$ cat src/rtl/control_sequencer.sv
// rtl/control_sequencer.sv - microcoded-style instruction control sequencer FSM
module control_sequencer #(
    parameter int OPW      = 4,
    parameter int MEM_WAIT = 2
) (
    input  logic           clock,
    input  logic           reset,
    input  logic           run,
    input  logic [OPW-1:0] opcode,
    input  logic           zero_flag,
    input  logic           neg_flag,
    output logic [13:0]    ctrl,
    output logic           instr_done,
    output logic           halted,
    output logic [3:0]     state_dbg
);

    localparam int CW = $clog2(MEM_WAIT + 1);
    localparam logic [CW-1:0] CNT_LAST = CW'(MEM_WAIT - 1);

    localparam logic [OPW-1:0] OP_LDA = OPW'(0);
    localparam logic [OPW-1:0] OP_STA = OPW'(1);
    localparam logic [OPW-1:0] OP_ADD = OPW'(2);
    localparam logic [OPW-1:0] OP_SUB = OPW'(3);
    localparam logic [OPW-1:0] OP_XOR = OPW'(4);
    localparam logic [OPW-1:0] OP_INC = OPW'(5);
    localparam logic [OPW-1:0] OP_CLR = OPW'(6);
    localparam logic [OPW-1:0] OP_JMP = OPW'(7);
    localparam logic [OPW-1:0] OP_JPZ = OPW'(8);
    localparam logic [OPW-1:0] OP_JPN = OPW'(9);
    localparam logic [OPW-1:0] OP_HLT = OPW'(15);

    typedef enum logic [3:0] {
        IDLE     = 4'd0,
        F_ADDR   = 4'd1,
        F_WAIT   = 4'd2,
        DECODE   = 4'd3,
        DISPATCH = 4'd4,
        O_ADDR   = 4'd5,
        O_WAIT   = 4'd6,
        S_WAIT   = 4'd7,
        EX_LOAD  = 4'd8,
        EX_ALU   = 4'd9,
        EX_INC   = 4'd10,
        EX_CLR   = 4'd11,
        EX_JMP   = 4'd12,
        HALT     = 4'd15
    } state_t;

    state_t         state;
    state_t         state_n;
    state_t         boundary_n;
    logic [CW-1:0]  cnt;
    logic [CW-1:0]  cnt_n;
    logic [OPW-1:0] op_q;
    logic           wait_last;
    logic           dispatch_done;

    assign wait_last  = (cnt == CNT_LAST);
    assign boundary_n = run ? F_ADDR : IDLE;

    // State, wait counter and latched opcode registers
    always_ff @(posedge clock or posedge reset) begin
        if (reset) begin
            state <= IDLE;
            cnt   <= '0;
            op_q  <= '0;
        end else begin
            state <= state_n;
            cnt   <= cnt_n;
            if (state == DISPATCH) begin
                op_q <= opcode;
            end
        end
    end

    // Next-state logic; the counter is zero outside wait states so every wait starts from 0
    always_comb begin
        state_n = state;
        cnt_n   = '0;
        case (state)
            IDLE:     if (run) state_n = F_ADDR;
            F_ADDR:   state_n = F_WAIT;
            F_WAIT: begin
                if (wait_last) state_n = DECODE;
                else           cnt_n   = cnt + CW'(1);
            end
            DECODE:   state_n = DISPATCH;
            DISPATCH: begin
                case (opcode)
                    OP_LDA, OP_STA, OP_ADD, OP_SUB, OP_XOR: state_n = O_ADDR;
                    OP_INC: state_n = EX_INC;
                    OP_CLR: state_n = EX_CLR;
                    OP_JMP: state_n = EX_JMP;
                    OP_JPZ: state_n = zero_flag ? EX_JMP : boundary_n;
                    OP_JPN: state_n = neg_flag ? EX_JMP : boundary_n;
                    OP_HLT: state_n = HALT;
                    default: state_n = boundary_n;
                endcase
            end
            O_ADDR:   state_n = (op_q == OP_STA) ? S_WAIT : O_WAIT;
            O_WAIT: begin
                if (wait_last) state_n = (op_q == OP_LDA) ? EX_LOAD : EX_ALU;
                else           cnt_n   = cnt + CW'(1);
            end
            S_WAIT: begin
                if (wait_last) state_n = boundary_n;
                else           cnt_n   = cnt + CW'(1);
            end
            EX_LOAD, EX_ALU, EX_INC, EX_CLR, EX_JMP: state_n = boundary_n;
            HALT:     state_n = HALT;
            default:  state_n = IDLE;
        endcase
    end

    // DISPATCH ends the instruction itself for NOPs and untaken branches, which only the opcode fields can tell
    always_comb begin
        dispatch_done = 1'b0;
        if (state == DISPATCH) begin
            case (opcode)
                OP_LDA, OP_STA, OP_ADD, OP_SUB, OP_XOR,
                OP_INC, OP_CLR, OP_JMP, OP_HLT: dispatch_done = 1'b0;
                OP_JPZ:  dispatch_done = ~zero_flag;
                OP_JPN:  dispatch_done = ~neg_flag;
                default: dispatch_done = 1'b1;
            endcase
        end
    end

    // Control word and status decode from the state register, wait counter and latched opcode
    always_comb begin
        ctrl       = '0;
        instr_done = dispatch_done;
        halted     = (state == HALT);
        state_dbg  = state;
        case (state)
            F_ADDR: begin
                ctrl[0] = 1'b1;
                ctrl[2] = 1'b1;
            end
            F_WAIT, O_WAIT: ctrl[3] = 1'b1;
            DECODE: begin
                ctrl[5] = 1'b1;
                ctrl[6] = 1'b1;
            end
            O_ADDR: begin
                ctrl[1] = 1'b1;
                ctrl[2] = 1'b1;
            end
            S_WAIT: begin
                ctrl[4]    = 1'b1;
                instr_done = wait_last;
            end
            EX_LOAD: begin
                ctrl[10]   = 1'b1;
                instr_done = 1'b1;
            end
            EX_ALU: begin
                ctrl[11] = 1'b1;
                if (op_q == OP_SUB)      ctrl[13:12] = 2'b01;
                else if (op_q == OP_XOR) ctrl[13:12] = 2'b10;
                else                     ctrl[13:12] = 2'b00;
                instr_done = 1'b1;
            end
            EX_INC: begin
                ctrl[8]    = 1'b1;
                instr_done = 1'b1;
            end
            EX_CLR: begin
                ctrl[9]    = 1'b1;
                instr_done = 1'b1;
            end
            EX_JMP: begin
                ctrl[7]    = 1'b1;
                instr_done = 1'b1;
            end
            default: ;
        endcase
    end

endmodule

$ cat config.mk
export PLATFORM = sky130hd
export DESIGN_NAME = control_sequencer
export DESIGN_NICKNAME = d
export VERILOG_FILES = /design/src/rtl/control_sequencer.sv
export SDC_FILE = /design/constraint.sdc
export NUM_CORES = 1
export LEC_CHECK = 0
export ABC_AREA = 1
export CAP_MARGIN = 20
export CORE_MARGIN = 8
export CORE_UTILIZATION = 47
export CTS_BUF_LIST = sky130_fd_sc_hd__clkbuf_4 sky130_fd_sc_hd__clkbuf_8 sky130_fd_sc_hd__clkbuf_16
export CTS_CLUSTER_SIZE = 14
export DETAILED_ROUTE_END_ITERATION = 12
export PLACE_DENSITY = 0.93
export SETUP_SLACK_MARGIN = 0.05
export SYNTH_ARGS = -nofsm -noshare
export SYNTH_HDL_FRONTEND = slang
export SYNTH_SLANG_ARGS = --single-unit
$ cat constraint.sdc
create_clock -name clock -period 2.65 [get_ports clock]
set_input_delay 0.265 -clock clock [delete_from_list [all_inputs] [get_ports clock]]
set_output_delay 0.265 -clock clock [all_outputs]
set_load 0.005 [all_outputs]
## Yosys cells after proc, flatten, opt, wreduce, memory -nomap -nowiden

Cells that the tools add are included.
W data, S select, Z words.

- Add/subtract/negate cells: 1
- Eq/ne operators: 31
- Multiplexer cells: 29
- Bitwise operators: 2
- Reductions and logical operators: 10

Operators by type and width:

| operator | number |
|---|---|
| $pmux W4 S10 | 1 |
| $eq A4 B3 Y1 const B | 9 |
| $eq A4 B4 Y1 const B | 9 |
| $pmux W4 S7 | 1 |
| $mux W4 | 6 |
| $eq A4 B2 Y1 const B | 5 |
| $mux W1 | 13 |
| $eq A4 B1 Y1 const B | 3 |
| $logic_not A4 Y1 | 3 |
| $mux W2 | 5 |
| $reduce_or A5 Y1 | 2 |
| $reduce_or A9 Y1 | 1 |
| $ne A2 B2 Y1 const B | 4 |
| $reduce_and A4 Y1 | 1 |
| $reduce_or A2 Y1 | 2 |
| $mux W3 | 1 |
| $pmux W1 S3 | 1 |
| $reduce_or A3 Y1 | 1 |
| $add A2 B1 Y2 const B | 1 |
| $eq A2 B1 Y1 const B | 1 |
| $not A1 Y1 | 2 |
| $pmux W1 S2 | 1 |

- Flip-flop bits (word level): 10

## Logic depth before layout (Yosys ltp)

- Depth after elaboration: 5
- Mapped depth: 9
- Depth with buffers taken out: 9

## Worst setup path before layout

Ideal clock, no wire load.

- Kind: register to output
- Start point: reg state[0], in the netlist state_dbg[0]
- End point: out ctrl[13]
- Arrival: 1.076 ns
- Data required time: 2.385 ns
- Path slack: 1.309 ns
- Stages on the path, launching flop included: 7
- Cell sequence: dfrtp_1 > inv_1 > nor2_1 > inv_1 > nor2_2 > inv_2 > nor4_2

- Cells in the longest elaborated chain, start to end: 2

RTL lines:

| element | RTL line | RTL |
|---|---|---|
| from (decl) | 50 | `state_t state;` |
| from (signal assigned) | 69 | `state <= state_n;` |
| $eq A4 B4 Y1 | 136 | `case (state)` |
| $mux W3 | 136 |  |
| to (decl) | 12 | `output logic [13:0] ctrl,` |

Every way passes these cells.

## Worst setup path after layout

- Start point: in opcode[3]
- End point: out instr_done

- Cells in the longest elaborated chain, start to end: 5

RTL lines:

| element | RTL line | RTL |
|---|---|---|
| from (decl) | 9 | `input logic [OPW-1:0] opcode,` |
| $eq A4 B1 Y1, or another cell as far along | 120 | `case (opcode)` |
| $reduce_or A9 Y1 | 120 |  |
| $pmux W1 S3 (*) | 120 |  |
| $mux W1 (*) | 119 | `if (state == DISPATCH) begin` |
| $pmux W1 S2 (*) | 136 |  |
| to (decl) | 13 | `output logic instr_done,` |

Mark *: on every way between the ends. The rest lies on a longest branch, timed or not.

==> key figures <==
Detailed routing
  – Drt first pass iters: 4
  – DR vias/cell: 5.13
  – WL final: 2370 um
  – Residual DRC: 0
  – Final ANT Viol Nets: 0
  – Initial DRC count: 37
  – Routed wire per std cell: 12.7 um
  – Via Count: 955

Clock network
  – CTS clock-pin slew for the worst setup and hold paths: 0.07 ns
  – CTS Hold Bufs: 0
  – CTS root buf: clkbuf_4
  – Num Clock Sinks: 10
  – CTS tree: built
  – H-tree depth reported by CTS: 1
  – Resize count post-CTS: 0
  – Post-CTS setup buffer count: 0
  – Clock Latency Late Sink: 0.27 ns
  – Worst-case clock buffer depth: 2
  – CTS Buf Count: 3

STA
  – Min Tclk post-route: 2.26 ns
  – Fmax: 443 MHz
  – Clock Skew: 0.000532 ns
  – Slew headroom: 72.8%
  – Worst hold margin: 0.280 ns
  – Final setup viols: 0
  – Worst Setup Slack, final: 0.391 ns
  – Final Hold Vio Count: 0
  – Worst-margin pin slew: 0.407 ns
  – TNS Setup: 0 ns
  – RSZ-0062 raised after global routing: false
  – Crit share post-route: 85.2%
  – Max Slew Vio Count: 0

Setup path
  – Most frequent CP cell: clkdlybuf4s50_1
  – Buf/Inv on CP: 3
  – CP max-delay cell: clkdlybuf4s50_1
  – CP Data Arrival Time: 1.99 ns
  – Crit path max-delay family: buffers and inverters
  – Required @ worst endpoint: 2.38 ns
  – CP Class: input pin to output pin
  – Endpoint class of the critical path: output pin
  – Startpoint types: input pin
  – Worst path max stage delay: 0.53 ns
  – CP cell instances: clkdlybuf4s50_1 -> inv_1 -> nor2_1 -> nand3b_1 -> nand3_1 -> nand2_1 -> o211ai_1 -> clkdlybuf4s50_1
  – Crit Path Max Fanout: 5

Synth
  – Post-synthesis register bit count: 10
  – Syn nets: 139
  – Syn avg cell area: 6.44 um2
  – Cell taking the most area after synthesis: dfrtp_1
  – Post-Synthesis Cells: 130
  – Top cells by area, synth: dfrtp_1, nand2_1, nor2_1, inv_1, nor2_2
  – Share of the synthesized area in the top cell type: 29.9%
  – Yosys Warn Count: 0
  – Cell Area, Synth: 837 um2
  – Yosys cell types: 23
  – Seq/Total Area, Yosys: 29.9%

Pwr
  – Leak Pwr: 0.551 nW
  – Pwr Total: 1.13 mW
  – P per Cell Area: 959 nW/um2
  – Peak supply drop: 0.607 mV

GRT
  – Number of global-route vias before repair: 900
  – Global-route wire length before repair: 3970 um
  – Grt ovf: 0
  – GR Util met1: 16.8%
  – All-Layer GR Usage: 14.8%
  – Grt peak-use layer: met2
  – Met2 Usage GRT: 24.8%
  – Initial antenna violation count: 0
  – Largest net degree at the start of global routing: 11
  – Met3 Track Usage GR: 3.97%

Job
  – Max-Cap Viols: 0

Place
  – Worst slack, placed: 0.384 ns
  – Routability cong.: 0.906
  – DP Cell Count: 182
  – DP Area: 1140 um2
  – HPWL after detailed placement: 1940 um
  – IO buf count: 28

Final layout
  – P&R area growth vs syn: 40.7%
  – Multi-input logic area: 483 um2
  – Register Area: 250 um2
  – Post-route insts no fill: 186
  – Ant diodes: 0
  – Final Core Density: 68.9%
  – Layout cells sized above 1: 18.0%
  – Final #Nets: 171
  – Post-route cell area: 1180 um2
  – Fillcell total: 142

Die
  – Die Ht: 58.2 um
  – Die area: 3390 um2
  – Io pins: 29
  – Die W: 58.2 um
  – Starting Density: 49.0%
  – Placeable Area: 1710 um2
  – FP Rows: 15

Min path
  – HP Class: input pin to asynchronous set/reset pin

Status
  – Status: finished, final reports clean
cells by family (layout without fill, tap and decap cells):
logic type             count (synthesis)  count (layout)  share of synthesized area (%)
DFF                                   10              10                           29.9
buffers and inverters                 26              57                           12.4
AOI/OAI and AO/OA                     16              16                           11.7
and+or+nand+nor                       78              78                           46.0
worst paths after layout:
check,start,end,slack (ns),cells past startpoint
setup / recovery,opcode[3],instr_done,0.39,8
hold / removal,reset,state_dbg[0]$_DFFE_PP0P_,0.28,2
setup reg to reg,state_dbg[3]$_DFFE_PP0P_,state_dbg[1]$_DFFE_PP0P_,1.27,7
hold reg to reg,cnt[0]$_DFF_PP0_,cnt[0]$_DFF_PP0_,0.45,1
max in group asynchronous,reset,state_dbg[3]$_DFFE_PP0P_,2.09,2
min in group clock,cnt[0]$_DFF_PP0_,cnt[0]$_DFF_PP0_,0.45,1
final cells by class:
cell class                 instances  area share, %
multi-input combinational         94           41.0
clock buffer                       4           3.08
tap                               25           2.66
inverter                          25           8.18
sequential                        10           21.3
timing repair buffer              28           23.8
per-layer routing:
metal,wire length (um),share of wire [%],vias up
met5,0,0,-
met4,43,1.8,0
met3,202,8.5,4
met2,1180,50,48
met1,942,40,427
li1,-,-,476
synthesized netlist by cell type:
cell,number
a21oi_2,1
o211ai_2,1
nand2_1,26
nor3_1,3
nor3_2,1
nor2_2,7
inv_4,1
nor2_1,20
nand4_1,4
o211ai_1,1
nand3b_1,2
a21oi_1,3
nand2_2,5
inv_2,6
inv_1,18
nor2_8,1
nand3_1,8
o21ai_1,4
o21ai_2,1
buf_4,1
dfrtp_1,10
nor4_2,1
o21ai_0,5
registers in the layout (all words and copies together), names as in the netlist:
register,count
op_q,4
state_dbg,4
cnt,2
cell usage in the layout (no fill, tap or decap):
cell type and n:
a21oi_1 3, a21oi_2 1, clkbuf_4 3, clkbuf_8 1
clkdlybuf4s50_1 28, dfrtp_1 10, inv_1 18, inv_2 6
inv_4 1, nand2_1 26, nand2_2 5, nand3_1 8
nand3b_1 2, nand4_1 4, nor2_1 20, nor2_2 7
nor2_8 1, nor3_1 3, nor3_2 1, nor4_2 1
o211ai_1 1, o211ai_2 1, o21ai_0 5, o21ai_1 4
o21ai_2 1
power by group:
| part | leakage (nW) | switching (mW) | internal (mW) |
|---|---|---|---|
| Sequential | 0.127 | 0.0724 | 0.219 |
| Combinational | 0.404 | 0.398 | 0.299 |
| Clock | 0.0210 | 0.0579 | 0.0835 |
No activity file was read; power rests on OpenSTA's default activity.
==> edit 1, RTL diff (config.mk and constraints unchanged) <==
Set the parameter `OPW` to 5 (it was 4).
--- a/src/rtl/control_sequencer.sv
+++ b/src/rtl/control_sequencer.sv
@@ -2,3 +2,3 @@
 module control_sequencer #(
-    parameter int OPW      = 4,
+    parameter int OPW      = 5,
     parameter int MEM_WAIT = 2
Ports: changed (resized opcode); port bits go from 29 to 30. The function was not compared with the original's and may differ.
==> edit 1 against the original RTL <==
Clock power down 15%; area after synthesis up 7.0%; sequential power up 3%; routed wire length up 5.3%; die area up 5.1%; setup slack worse by 0.13 ns; total power down 3.4%; cell area up 4.1%; critical endpoint is now ctrl[13]; largest cell class unchanged; fmax down 5.4%; sequential cell count up 1; highest routed layer unchanged.
==> edit 1: results <==
[run_status]
status = finished, final reports clean

[synth]
syn_nets = 157
syn_inst = 147
synth.yosys.seq_area_share = 0.307
synth.top_cells.by_count = sky130_fd_sc_hd__nand2_1 (37), sky130_fd_sc_hd__nor2_1 (31), sky130_fd_sc_hd__inv_1 (23)

[global_route]
grt_first_pass_wirelength_um = 3990
grt_pass1_vias = 960
grt_start_max_net_pins = 17
grt_util_all_layers = 0.141

[place]
final_estimated_routing_congestion_in_global_placement = 0.895
io_buffers = 29
hpwl_reported_at_the_end_of_detailed_placement_um = 2090
dp.cells = 199

[critical_path]
max_fanout_on_critical_path = 8
worst_path_arrival_ns = 2.12
setup.reg_to_reg.worst_slack_ns = 1.04

[route]
drt_iter0_drc = 33
detail_route.wirelength_um = 2490

[final_layout]
fin_nets = 189
filler_cell_count = 176

[power]
ir_drop_uv = 410
power_leakage_nw = 0.576
intPower_mw = 0.587

[timing]
worst_clock_skew_on_the_final_layout_ns = 0.00516
slew-limit-headroom = 0.681
==> edit 1: layout make-up <==
| class | count | area share |
|---|---|---|
| Multi-Input combinational cell | 109 | 0.411 |
| Timing Repair Buffer | 30 | 0.243 |
| Sequential cell | 11 | 0.224 |
| Inverter | 24 | 0.0735 |
| Tap cell | 25 | 0.0255 |
| Clock buffer | 3 | 0.0184 |
| Clock inverter | 1 | 0.00408 |
==> edit 1: kinds of logic (layout without fill, tap and decap cells) <==
logic type	Yosys count	in the layout	synth area share
and+or+nand+nor	96	96	0.475
buffers and inverters	27	58	0.130
AOI/OAI and AO/OA	13	13	0.0880
DFF	11	11	0.307
==> edit 1: worst paths after layout <==
path	depth (start not counted)	start	end
setup reg to reg	6	state_dbg[3]	state_dbg[0]
max in group asynchronous	2	reset	op_q[1]
hold / removal	2	reset	state_dbg[0]
min in group clock	1	cnt[0]	cnt[0]
hold reg to reg	1	cnt[0]	cnt[0]
setup / recovery	6	state_dbg[3]	ctrl[13]
==> edit 1: through the flow <==
stage | hold slack, ns | util | worst slack, ns | power (mW) | cell area [µm²]
2_1_floorplan | 0.117 | - | 1.16 | 0.708 | 896
3_3_place_gp | 0.437 | 0.679 | 0.366 | 0.945 | 1200
3_5_place_dp | 0.459 | 0.679 | 0.325 | 0.975 | 1200
4_1_cts | 0.308 | 0.695 | 0.241 | 1.09 | 1230
5_1_grt | 0.353 | 0.695 | 0.112 | 1.19 | 1230
6_report | 0.303 | 0.695 | 0.263 | 1.09 | 1230
==> edit 1: power groups by stage <==
| stage | Clock (mW) | Sequential [mW] | Combinational, mW |
|---|---|---|---|
| floorplan | 0 | 0.293 | 0.415 |
| global placement | 0 | 0.299 | 0.646 |
| detailed placement | 0 | 0.304 | 0.671 |
| CTS | 0.121 | 0.301 | 0.673 |
| global route | 0.129 | 0.311 | 0.746 |
| finish | 0.120 | 0.301 | 0.670 |
==> edit 1: routing by layer <==
metal | global-route usage | part of all wire | vias up
met5 | 0 | 0 | -
met4 | 0.0816 | 0.028 | 0
met3 | 0.0128 | 0.071 | 6
met2 | 0.245 | 0.49 | 57
met1 | 0.162 | 0.41 | 473
li1 | - | - | 519
==> edit 2, RTL diff (config.mk and constraints unchanged) <==
Without the edit above. Reset style: synchronous (`reset`), changed in one clocked block.
--- a/src/rtl/control_sequencer.sv
+++ b/src/rtl/control_sequencer.sv
@@ -62,3 +62,3 @@
     // State, wait counter and latched opcode registers
-    always_ff @(posedge clock or posedge reset) begin
+    always_ff @(posedge clock) begin
         if (reset) begin
Check against the original RTL: differs if reset is asserted again (counterexample within 4 cycles, from zero or initial values and one cycle with reset high); with reset held inactive, the same outputs for 10 cycles.
==> edit 2 against the original RTL <==
Area after synthesis shrank 1.5%; routed wire length shrank 7.2%; utilization shrank 0.86 points; synthesized cell count grew 6.9%; sequential share of layout area shrank 3.8 points; first-iteration DRC count shrank 14%; sequential cell count is the same; cell area shrank 2.3%; setup slack lost 0.034 ns; fmax shrank 1.5%; worst hold slack gained 0.14 ns; critical path type is now flip-flop to output port.
Power is not compared: it rests on default switching activity, and its combinational part moved more than twofold at a synthesized area within 25%.
==> edit 2: results <==
[synth]
synth-main-ff-cell = sky130_fd_sc_hd__dfxtp_1
synth_top_cells_by_area = sky130_fd_sc_hd__dfxtp_1 (24%), sky130_fd_sc_hd__nand2_1 (12%), sky130_fd_sc_hd__nor2_1 (12%)
synth.top_cells.by_count = sky130_fd_sc_hd__nand2_1 (26), sky130_fd_sc_hd__nor2_1 (26), sky130_fd_sc_hd__inv_1 (19)
ys_types = 24
syn_nets = 149
async_reset_ff_frac = 0
syn_inst = 139
synth.yosys.seq_area_share = 0.243
ys.warnings.count = 0

[global_route]
use_met3 = 0.0353
grt_util_all_layers = 0.137
grt.met1_usage = 0.135
antenna_found_initial = 0
grt_first_pass_wirelength_um = 3750
grt_start_max_net_pins = 12
groute.layer.met2.usage = 0.258
grt_pass1_vias = 904

[place]
dpl_worst_slack_ns = 0.486
hpwl_reported_at_the_end_of_detailed_placement_um = 1870
final_estimated_routing_congestion_in_global_placement = 0.884
io_buffers = 28
dp.cells = 182
area_of_placed_instances_mm2 = 0.00111

[critical_path]
worst_path_arrival_ns = 2.03
critical_path.reg2reg.startpoint = state_dbg[1]
crit_path_top_delay_cell = sky130_fd_sc_hd__clkdlybuf4s50_1
setup.reg_to_reg.worst_slack_ns = 1.12
critical_path.endpoint = instr_done
timing.rr.end = state_dbg[0]
cp_slowest_stage_delay_ns = 0.51
critical_path.top_delay_family = buffers and inverters
worst-setup-path-type = flip-flop to output port
max_fanout_on_critical_path = 11
reg2regPathDepth = 7

[cts]
cts_buffers = 3
cts.reportedPaths.clkPinSlew_ns = 0.08
cts_buffer_depth = 2
clock_insertion_delay_worst_skew_ns = 0.27
post-cts-setup-buffer-count = 0

[power]
power_leakage_nw = 0.480
intPower_mw = 0.403
ir_drop_uv = 298

[worst_hold_path]
hold_crit_path_type = flip-flop to flip-flop
min-delay-start = cnt[0]

[final_layout]
stdcell_count = 186
insertedDiodeCount = 0
filler_cell_count = 143
drive_above_1_share = 0.154

[timing]
worst_clock_skew_on_the_final_layout_ns = 0.0103
post-route-period-util = 0.865
slew-limit-headroom = 0.751

[route]
avgRoutedWirePerCell_um = 11.8
drt_first_pass_iters = 4
drt_iter0_drc = 32
viasPerCell = 5.36

[run_status]
status = finished, final reports clean
## edit 2: cell count changes in the layout (fill, tap and decap cells not counted), sizes merged, moves of 2 or more
cell    before  now
nand3        8   12
dfrtp       10    0
dfxtp        0   10
o21ai       10    5
nor2        28   35
a21oi        4   10
nand4        4    0
nand3b       2    0
## edit 2: logic make-up after synthesis
kind of cell / count (synthesis) / synth area share
flip-flops: 10 / 0.243
AO/OA/AOI/OAI: 18 / 0.121
adder cells (fa/ha/maj): 1 / 0.0152
buffers and inverters: 26 / 0.124
AND/OR/NAND/NOR: 84 / 0.496
## edit 2: area by class of cell
| cell class | instances | area (µm²) | area share |
|---|---|---|---|
| Inverter | 24 | 90.1 | 0.0783 |
| Multi-Input combinational cell | 103 | 522 | 0.454 |
| Clock buffer | 4 | 36.3 | 0.0316 |
| Timing Repair Buffer | 28 | 280 | 0.244 |
| Sequential cell | 10 | 200 | 0.174 |
| Tap cell | 17 | 21.3 | 0.0185 |
## edit 2: power groups by stage
stage               Sequential, mW  Combinational [mW]  Clock [mW]
floorplan                    0.201               0.201           0
global placement             0.202               0.324           0
detailed placement           0.204               0.337           0
CTS                          0.200               0.338       0.139
global route                 0.205               0.376       0.144
finish                       0.200               0.336       0.139
## edit 2: layer usage
metal  share of wire  wire length (µm)
met3           0.090               199
met5               0                 0
met2            0.51              1120
met1            0.38               830
met4           0.023                51
## edit 2: worst min-delay path by stage
stage / end / slack [ns] / depth (start not counted)
final: cnt[0] / 0.42 / 1
after global routing: cnt[0] / 0.45 / 1
after CTS: cnt[0] / 0.42 / 1
after detailed placement: cnt[0] / 0.41 / 1
after global placement: cnt[0] / 0.40 / 1
after floorplan: state_dbg[0] / 0.33 / 1
